[src/rtl/pc_seq_pkg.sv]
// Shared definitions for the program-counter sequencer.
//   PC_AW        : default address width (matches the PC register)
//   PC_RESET_VEC : default address of the first fetch after reset
//   pc_state_e   : sequencer states (idle, fetch, execute, halted)
package pc_seq_pkg;

  localparam int unsigned      PC_AW        = 16;
  localparam logic [PC_AW-1:0] PC_RESET_VEC = 16'h0000;

  typedef enum logic [1:0] {
    ST_IDLE,
    ST_FETCH,
    ST_EXEC,
    ST_HALT
  } pc_state_e;

endpackage

[src/rtl/pc_ret_stack.sv]
// Circular return-address stack.
//   clk, rst_n : clock, asynchronous active-low reset
//   push       : write push_data on top (overwrites the oldest entry when full)
//   pop        : drop the top entry (no effect on the pointer when empty)
//   push_data  : return address to store
//   top_data   : current top entry (valid when !empty)
//   empty      : no entries held
//   err        : sticky, set by a push when full or a pop when empty
module pc_ret_stack
  import pc_seq_pkg::*;
#(
  parameter int unsigned AW    = PC_AW,
  parameter int unsigned DEPTH = 4
) (
  input  logic          clk,
  input  logic          rst_n,
  input  logic          push,
  input  logic          pop,
  input  logic [AW-1:0] push_data,
  output logic [AW-1:0] top_data,
  output logic          empty,
  output logic          err
);

  localparam int unsigned PW       = $clog2(DEPTH);
  localparam logic [PW:0] FULL_CNT = (PW+1)'(DEPTH);

  logic [AW-1:0] mem_q [DEPTH];
  logic [AW-1:0] mem_d [DEPTH];
  logic [PW-1:0] wp_q, wp_d, top_idx;
  logic [PW:0]   cnt_q, cnt_d;
  logic          err_q, err_d;
  logic          full;

  // wp points at the next free slot; when full it points at the oldest
  // entry, so a push there naturally overwrites it.
  assign top_idx  = wp_q - 1'b1;
  assign top_data = mem_q[top_idx];
  assign full     = (cnt_q == FULL_CNT);
  assign empty    = (cnt_q == '0);
  assign err      = err_q;

  always_comb begin
    mem_d = mem_q;
    wp_d  = wp_q;
    cnt_d = cnt_q;
    err_d = err_q;
    if (push) begin
      mem_d[wp_q] = push_data;
      wp_d        = wp_q + 1'b1;
      if (full) err_d = 1'b1;
      else      cnt_d = cnt_q + 1'b1;
    end else if (pop) begin
      if (empty) begin
        err_d = 1'b1;
      end else begin
        wp_d  = top_idx;
        cnt_d = cnt_q - 1'b1;
      end
    end
  end

  always_ff @(posedge clk or negedge rst_n) begin
    if (!rst_n) begin
      mem_q <= '{default: '0};
      wp_q  <= '0;
      cnt_q <= '0;
      err_q <= 1'b0;
    end else begin
      mem_q <= mem_d;
      wp_q  <= wp_d;
      cnt_q <= cnt_d;
      err_q <= err_d;
    end
  end

endmodule

[src/rtl/pc_sequencer.sv]
// Next-address controller for the program counter register.
//   clk, Reset          : clock, asynchronous active-low reset
//   start               : leave IDLE and begin fetching at RESET_VEC
//   pc_cur / pc_next    : PC register output / value the PC loads every clock
//   imem_req / imem_ack : instruction fetch handshake (address = pc_cur)
//   ir_valid            : one-cycle pulse, instruction word captured
//   exec_done           : execute finished; redirect inputs sampled with it
//   br_taken, jmp, call, ret, br_target : redirect controls and target
//   halt                : stop after the current instruction (reset to leave)
//   busy                : high in FETCH or EXEC
//   rs_err              : sticky return-stack overflow/underflow
module pc_sequencer
  import pc_seq_pkg::*;
#(
  parameter int unsigned   AW        = PC_AW,
  parameter int unsigned   RS_DEPTH  = 4,
  parameter logic [AW-1:0] RESET_VEC = AW'(PC_RESET_VEC)
) (
  input  logic          clk,
  input  logic          Reset,
  input  logic          start,
  input  logic [AW-1:0] pc_cur,
  output logic [AW-1:0] pc_next,
  output logic          imem_req,
  input  logic          imem_ack,
  output logic          ir_valid,
  input  logic          exec_done,
  input  logic          br_taken,
  input  logic [AW-1:0] br_target,
  input  logic          jmp,
  input  logic          call,
  input  logic          ret,
  input  logic          halt,
  output logic          busy,
  output logic          rs_err
);

  pc_state_e     state_q, state_d;
  logic          ir_valid_q, ir_valid_d;
  logic          rs_push, rs_pop, rs_empty;
  logic [AW-1:0] rs_top, pc_inc;

  assign pc_inc   = pc_cur + AW'(1);
  assign ir_valid = ir_valid_q;

  pc_ret_stack #(
    .AW    (AW),
    .DEPTH (RS_DEPTH)
  ) u_ret_stack (
    .clk       (clk),
    .rst_n     (Reset),
    .push      (rs_push),
    .pop       (rs_pop),
    .push_data (pc_inc),
    .top_data  (rs_top),
    .empty     (rs_empty),
    .err       (rs_err)
  );

  always_comb begin
    state_d    = state_q;
    ir_valid_d = 1'b0;
    pc_next    = pc_cur;
    imem_req   = 1'b0;
    busy       = 1'b0;
    rs_push    = 1'b0;
    rs_pop     = 1'b0;
    unique case (state_q)
      ST_IDLE: begin
        pc_next = RESET_VEC;
        if (start) state_d = ST_FETCH;
      end
      ST_FETCH: begin
        imem_req = 1'b1;
        busy     = 1'b1;
        if (imem_ack) begin
          ir_valid_d = 1'b1;
          state_d    = ST_EXEC;
        end
      end
      ST_EXEC: begin
        busy = 1'b1;
        if (exec_done) begin
          // Priority chain: the first asserted redirect wins, the rest are dropped.
          if (jmp) begin
            pc_next = br_target;
          end else if (call) begin
            rs_push = 1'b1;
            pc_next = br_target;
          end else if (ret) begin
            rs_pop  = 1'b1;
            pc_next = rs_empty ? pc_inc : rs_top;
          end else if (br_taken) begin
            pc_next = br_target;
          end else begin
            pc_next = pc_inc;
          end
          state_d = halt ? ST_HALT : ST_FETCH;
        end
      end
      ST_HALT: begin
      end
      default: state_d = ST_IDLE;
    endcase
  end

  always_ff @(posedge clk or negedge Reset) begin
    if (!Reset) begin
      state_q    <= ST_IDLE;
      ir_valid_q <= 1'b0;
    end else begin
      state_q    <= state_d;
      ir_valid_q <= ir_valid_d;
    end
  end

endmodule
[config.mk]
export PLATFORM = sky130hd
export DESIGN_NAME = pc_sequencer
export DESIGN_NICKNAME = d
export VERILOG_FILES = /design/src/rtl/pc_seq_pkg.sv /design/src/rtl/pc_ret_stack.sv /design/src/rtl/pc_sequencer.sv
export SDC_FILE = /design/constraint.sdc
export NUM_CORES = 1
export LEC_CHECK = 0
export CORE_MARGIN = 5
export CORE_UTILIZATION = 55
export DETAILED_ROUTE_END_ITERATION = 10
export HOLD_SLACK_MARGIN = 0.03
export PLACE_DENSITY = 0.8
export SLEW_MARGIN = 15
export SYNTH_ARGS = -nofsm -noshare
export SYNTH_HDL_FRONTEND = slang
export SYNTH_SLANG_ARGS = --single-unit
[constraint.sdc]
create_clock -name clk -period 3.45 [get_ports clk]
set_input_delay 0.69 -clock clk [delete_from_list [all_inputs] [get_ports clk]]
set_output_delay 0.69 -clock clk [all_outputs]
set_load 0.005 [all_outputs]
==> flow_metrics.tcl, run 1 <==
set metrics [dict create \
    fin_area_sq_mm 0.005732 \
    vias_in_the_first_global_route 4035 \
    worst_ep_required_time_ps 2760 \
    synth.top_cells.by_area "sky130_fd_sc_hd__dfrtp_1, sky130_fd_sc_hd__o21ai_0, sky130_fd_sc_hd__nand2_1" \
    clock_skew_ps 11.80 \
    worst-setup-path-type "in -> out" \
    antenna_violations_before_repair 0 \
    grt_start_max_net_pins 70 \
    power.density_cell_area_mw_per_mm2 553.7 \
    critPathMaxFanout 3 \
    routedLengthMet1_mm 5.384 \
    floorplan.initialDensity_pct 56.25 \
    remaining_drc_errors 0 \
    synth.area.mux_share_pct 9.211 \
    n_antenna_cell 0 \
    timing_max_transition_violations_final 0 \
    total_power_w 0.003174 \
    cts.htree.levels 3 \
    synth.lib_cells_used.distinct 54 \
    synthesized_area_fraction_occupied_by_ao_oa_aoi_and_oai_cells_pct 19.92 \
    syn_avg_cell_area_sq_um 9.229 \
    timing.final.setup_violations 0 \
    finalWeightedCongestion 0.9620 \
    worstPathArrival_ps 2740 \
    cts_sinks 73 \
    top_signal_layer_used "met4" \
    route.final.wire_length_mm 12.87 \
    ant_nets 0 \
    timing.setup.tns_ps 0 \
    syn_to_final_growth_pct 31.87 \
    end_kind "output port" \
    worst_skew_pair.late_latency_ps 350 \
    drt-initial-drc-count 354 \
    synth-adder-area-share_pct 3.339 \
    post_synth_and_or_nand_nor_area_fraction_pct 18.54 \
    post_dp_cell_area_sq_mm 0.005348 \
    timing.slew.headroom_pct 69.15 \
    final_util_pct 74.17 \
    cts_tree "yes" \
    main_combinational_cell_family_by_area_after_synthesis "compound AO/OA/AOI/OAI gates" \
    synthesis.nets 524 \
    die_height_microns 98.90 \
    wire_length_of_the_first_global_routing_pass_mm 20.43 \
    synth.yosys.seq_area_share_pct 42.03 \
    grt_setup_unrepaired "yes" \
    cap_viol_max_count 0 \
    grt.total_usage_pct 26.35 \
    synth_area_sq_mm 0.004347 \
    drt-pass1-iter-count 5 \
    final_net_count 623 \
    clock-root-buffer "sky130_fd_sc_hd__clkbuf_8" \
    syn_inst 471 \
    layout_commonest_cell "sky130_fd_sc_hd__nand2_1" \
    critPathLaunchType "primary input" \
    post_route_fraction_of_the_period_consumed_by_the_critical_path_pct 99.37 \
    placement.io_buffers 61 \
    detail_route.wl_per_cell_microns 19.01 \
    number_of_rows_created_at_floorplan 32 \
    ctsLongestPathBuffers 2 \
    tightestPinTransition_ps 461.1 \
    synth_top_area_share_pct 42.03 \
    vdd_ir_drop_max_v 0.0003147 \
    met3_wire_len_mm 1.135 \
    die_x_microns 98.90 \
    hp-class "in -> async" \
    timing.final.crit_period_ps 3428 \
    grt_overflow 0 \
    number_of_buffers_inserted_for_hold_repair_after_clock_tree_synthesis 0 \
    area_of_the_die_sq_mm 0.009781 \
    detail_route.vias_per_cell 6.018 \
    floorplan.core_area_sq_mm 0.007727 \
    cellLeakagePower_nw 2.502 \
    reg_clk_slew_reported_paths_ps 90 \
    num_io_pins 62 \
    post_route_cells_drive_above_1_share_pct 20.00 \
    detailroute.wirelength.met2_mm 6.053 \
    outcome "complete, no violations" \
    tritoncts.num_buffers 9 \
    reg2regPathDepth 8 \
    count_of_flip_flops_with_a_built_in_enable_after_synthesis 0 \
    postSynth.asyncResetShare_pct 100.0 \
    yosys_warnings 0 \
    layout.cells.most_common_list "sky130_fd_sc_hd__nand2_1, sky130_fd_sc_hd__o21ai_0, sky130_fd_sc_hd__dfrtp_1, sky130_fd_sc_hd__buf_4, sky130_fd_sc_hd__clkdlybuf4s50_1" \
    postSynth.topFlopCell "sky130_fd_sc_hd__dfrtp_1" \
    route.vias.total 4074 \
    hpwl_mm 9.338 \
    synth-seq-cells 73 \
    hold_viol_final 0 \
    achievable-frequency_ghz 0.2917 \
    synth.largest_area_cell "sky130_fd_sc_hd__dfrtp_1" \
    synthXorXnorAreaFrac_pct 2.821 \
]
## through the flow
step                hold WS, ps  std cells  setup WS, ps
finish                    147.9        677         21.84
global route              139.3        677        -71.22
CTS                       137.7        674       0.04641
detailed placement        464.8        657        -220.9
global placement          456.8        657        -231.9
floorplan                 394.4        471         507.0
## metal layers
metal | track usage (%) | vias up
met2 | 42.30 | 209
met4 | 7.353 | 0
met3 | 5.662 | 32
li1 | - | 1883
met1 | 36.28 | 1950
met5 | 0 | -
## sequential cells by signal, indices dropped and copies added, names as in the netlist
| register | count |
|---|---|
| ir_valid | 1 |
| state_q | 2 |
| u_ret_stack.cnt_q | 3 |
| u_ret_stack.err | 1 |
| u_ret_stack.mem_q | 64 |
| u_ret_stack.wp_q | 2 |
## final cells by class
| type | instances | area [sq um] |
|---|---|---|
| timing repair buffer | 117 | 1055 |
| inverter | 12 | 45.04 |
| sequential | 73 | 1827 |
| multi-input combinational | 357 | 2477 |
| tap | 102 | 127.6 |
| clock buffer | 9 | 123.9 |
| fill | 553 | 1996 |
| clock inverter | 7 | 76.32 |
## Yosys cell counts (all sizes together), types with 2 or more instances
| cell type | number |
|---|---|
| nor4 | 4 |
| xnor2 | 12 |
| o211ai | 4 |
| nor3 | 9 |
| dfrtp | 73 |
| o31ai | 2 |
| a211oi | 3 |
| o21ai | 82 |
| o2bb2ai | 2 |
| a22oi | 12 |
| buf | 12 |
| nor3b | 2 |
| inv | 12 |
| nand2 | 100 |
| o21a | 5 |
| nand4 | 8 |
| o221ai | 4 |
| clkbuf | 17 |
| mux2i | 4 |
| a32oi | 2 |
| and2 | 6 |
| nor2 | 19 |
| o31a | 2 |
| xor2 | 2 |
| mux4 | 16 |
| a21o | 5 |
| a21oi | 12 |
| nand3 | 9 |
| and3 | 2 |
| ha | 10 |
| nor2b | 5 |
## worst max-delay path, cell delays in order
cell	delay (ps)
sky130_fd_sc_hd__clkdlybuf4s50_1	530
sky130_fd_sc_hd__buf_4	160
sky130_fd_sc_hd__inv_1	100
sky130_fd_sc_hd__nor4_4	290
sky130_fd_sc_hd__xnor2_1	130
sky130_fd_sc_hd__nor2_1	150
sky130_fd_sc_hd__a2bb2oi_1	170
sky130_fd_sc_hd__clkdlybuf4s50_1	520
## logic make-up after synthesis
group / count (synthesis)
buffers and inverters: 41
muxes: 20
and+or+nand+nor: 170
adders and majority gates: 11
DFF: 73
AOI/OAI and AO/OA: 142
xor gates and xnor gates: 14
## worst paths after layout
| kind | slack, ps | endpoint | startpoint |
|---|---|---|---|
| min in group clk | 480 | u_ret_stack.mem_q[41] | u_ret_stack.mem_q[41] |
| worst min register to register | 480 | u_ret_stack.mem_q[41] | u_ret_stack.mem_q[41] |
| max in group asynchronous | 2690 | u_ret_stack.mem_q[25] | Reset |
| worst min-delay path | 150 | u_ret_stack.cnt_q[0] | Reset |
| worst max-delay path | 20 | pc_next[10] | pc_cur[9] |
| worst max register to register | 1070 | u_ret_stack.mem_q[61] | state_q[0] |
## report_power, final
group	total, W	switching, W	leakage, nW	internal, W
combinational	0.00133	0.000653	1.41	0.000681
clock	0.000694	0.000355	0.0962	0.000339
sequential	0.00115	0.000109	0.992	0.00104
total	0.00317	0.00112	2.50	0.00206
## what timing repair did
| item | 4_1_cts | 5_1_grt |
|---|---|---|
| resized for setup | 17 | 19 |
| pin swaps | 4 | 5 |
| buffers inserted | 1 | 3 |
| setup endpoints to repair | 10 | 13 |
Power figures use the tool's default switching activity.
==> inputs of run 2 (changes only) <==
CTS_CLUSTER_SIZE = 16   (was unset)
==> results of run 2 <==
Same layout as run 1: the final DEF is identical, and so are final timing and power.
==> inputs of run 3 (changes only) <==
CORE_ASPECT_RATIO = 1.1   (was unset)
PLACE_DENSITY = 0.86   (was 0.8)
==> flow_metrics.tcl, run 3 (same netlist as run 1, synthesis figures left out) <==
set metrics [dict create \
    clock-root-buffer "sky130_fd_sc_hd__clkbuf_8" \
    grt_overflow 0 \
    grt_setup_unrepaired "yes" \
    vdd_ir_drop_max_v 0.0002750 \
    finalWeightedCongestion 0.9988 \
    worstPathArrival_ps 2760 \
    drt-pass1-iter-count 5 \
    vias_in_the_first_global_route 4235 \
    number_of_filler_cells_placed_in_the_layout 511 \
    tightestPinTransition_ps 907.1 \
    clock_skew_ps 8.941 \
    drt-initial-drc-count 338 \
    sequential_cell_area_sq_mm 0.001827 \
    end_kind "output port" \
    total_power_w 0.003255 \
    number_of_buffers_inserted_for_hold_repair_after_clock_tree_synthesis 0 \
    area_of_the_die_sq_mm 0.009783 \
    cap_viol_max_count 0 \
    post_route_cells_drive_above_1_share_pct 21.13 \
    cts.htree.levels 3 \
    post-route-worst-setup-slack_ps -1.056 \
    critPathMaxFanout 5 \
    hpwl_mm 9.563 \
    power.density_cell_area_mw_per_mm2 564.3 \
    finalHoldWorstSlack_ps 482.4 \
    timing.final.setup_violations 1 \
    final_net_count 630 \
    maximum_cell_stage_delay_along_the_critical_path_ps 570 \
    crit_path_top_delay_cell "sky130_fd_sc_hd__clkdlybuf4s50_1" \
    failed_checks "setup timing" \
    n_antenna_cell 0 \
    detail_route.wl_per_cell_microns 19.96 \
    number_of_rows_created_at_floorplan 34 \
    cp_cell_sequence "clkdlybuf4s50_1 > nand4_4 > nor2_1 > nand3_1 > nor3b_1 > o31ai_1 > clkdlybuf4s50_1" \
    antenna_violations_before_repair 1 \
    floorplan.initialDensity_pct 55.53 \
    achievable-frequency_ghz 0.2898 \
    layout_commonest_cell "sky130_fd_sc_hd__nand2_1" \
    tritoncts.num_buffers 9 \
    ctsLongestPathBuffers 2 \
    layout.cells.most_common_list "sky130_fd_sc_hd__nand2_1, sky130_fd_sc_hd__o21ai_0, sky130_fd_sc_hd__dfrtp_1, sky130_fd_sc_hd__buf_4, sky130_fd_sc_hd__clkdlybuf4s50_1" \
    cts_tree "yes" \
    wire_length_of_the_first_global_routing_pass_mm 21.22 \
    reg_clk_slew_reported_paths_ps 70 \
    route.final.wire_length_mm 13.77 \
    detail_route.vias_per_cell 6.233 \
    cellLeakagePower_nw 2.535 \
    largest-register "u_ret_stack.mem_q" \
    critical_path.most_common_cell "sky130_fd_sc_hd__clkdlybuf4s50_1" \
    hold_viol_final 0 \
    placement.io_buffers 61 \
    ant_nets 0 \
    critPathLaunchType "primary input" \
    worst_ep_required_time_ps 2760 \
    multiInputGateArea_sq_mm 0.002467 \
    syn_to_final_growth_pct 32.70 \
    cts_sinks 73 \
    remaining_drc_errors 0 \
    worst_skew_pair.late_latency_ps 360 \
    worst-setup-path-type "in -> out" \
    hp-class "reg -> reg" \
    grt_start_max_net_pins 74 \
    outcome "complete, but fails checks" \
    floorplan.core_area_sq_mm 0.007828 \
    reg.largest.list "u_ret_stack.mem_q x64, u_ret_stack.cnt_q x3" \
    die_x_microns 94.76 \
    timing.slew.headroom_pct 39.52 \
    largest_reg_flops 64 \
    timing_max_transition_violations_final 0 \
    route.vias.total 4301 \
    die_height_microns 103.2 \
    num_io_pins 62 \
    post_route_fraction_of_the_period_consumed_by_the_critical_path_pct 100.0 \
    timing.final.crit_period_ps 3451 \
    grt.total_usage_pct 28.60 \
]
==> run 3: through the flow <==
step | instance area [sq um] | TNS (ps) | util, % | cells | setup WS [ps]
floorplan | 4347 | 0 | - | 471 | 507.0
global placement | 5388 | -1354 | 68.83 | 669 | -216.1
detailed placement | 5388 | -1876 | 68.83 | 669 | -271.9
CTS | 5663 | 0 | 72.35 | 685 | 8.346
global route | 5768 | -132.1 | 73.69 | 690 | -92.98
finish | 5768 | -1.056 | 73.69 | 690 | -1.056
==> run 3: what timing repair did <==
| action | CTS | global route |
|---|---|---|
| endpoints found under the hold margin | 0 | 0 |
| buffers inserted | 0 | 5 |
| pin swaps | 4 | 4 |
| resized for setup | 22 | 19 |
| setup endpoints to repair | 13 | 10 |
==> run 3: worst max-delay path, delay by kind of cell <==
| kind | cells | cell delay [ps] |
|---|---|---|
| simple gates | 4 | 670 |
| buf+inv | 2 | 1100 |
| compound gates | 1 | 310 |
==> run 3: path summary, 6_finish.rpt <==
path                                       start                     to  slack, ps  cells after the start
setup / recovery                      pc_cur[10]            pc_next[13]         -1                      7
max in group asynchronous                  Reset   u_ret_stack.mem_q[9]       2320                      2
hold reg to reg            u_ret_stack.mem_q[51]  u_ret_stack.mem_q[51]        480                      2
min in group asynchronous                  Reset             state_q[1]        530                      2
setup reg to reg                      state_q[0]   u_ret_stack.cnt_q[1]       1240                      7
hold / removal             u_ret_stack.mem_q[51]  u_ret_stack.mem_q[51]        480                      2
==> run 3: layout make-up <==
cell class	count	share of cell area, %
Multi-Input combinational cell	357	42.78
Sequential cell	73	31.67
Timing Repair Buffer	124	18.89
Tap cell	108	2.343
Clock buffer	9	2.148
Clock inverter	7	1.388
Inverter	12	0.7809
==> run 3: report_power, final <==
part / total, W / internal [W] / switching, W
clock: 0.000698 / 0.000341 / 0.000357
sequential: 0.00115 / 0.00104 / 0.000113
combinational: 0.00141 / 0.000725 / 0.000680
==> run 3: routing by layer <==
| metal | up-vias | GRT usage, % | part of all wire, % |
|---|---|---|---|
| met5 | - | 0 | 0.051 |
| met4 | 2 | 14.87 | 4.3 |
| met3 | 61 | 6.151 | 8.5 |
| met2 | 266 | 46.75 | 48 |
| met1 | 2075 | 35.98 | 39 |
| li1 | 1897 | - | - |
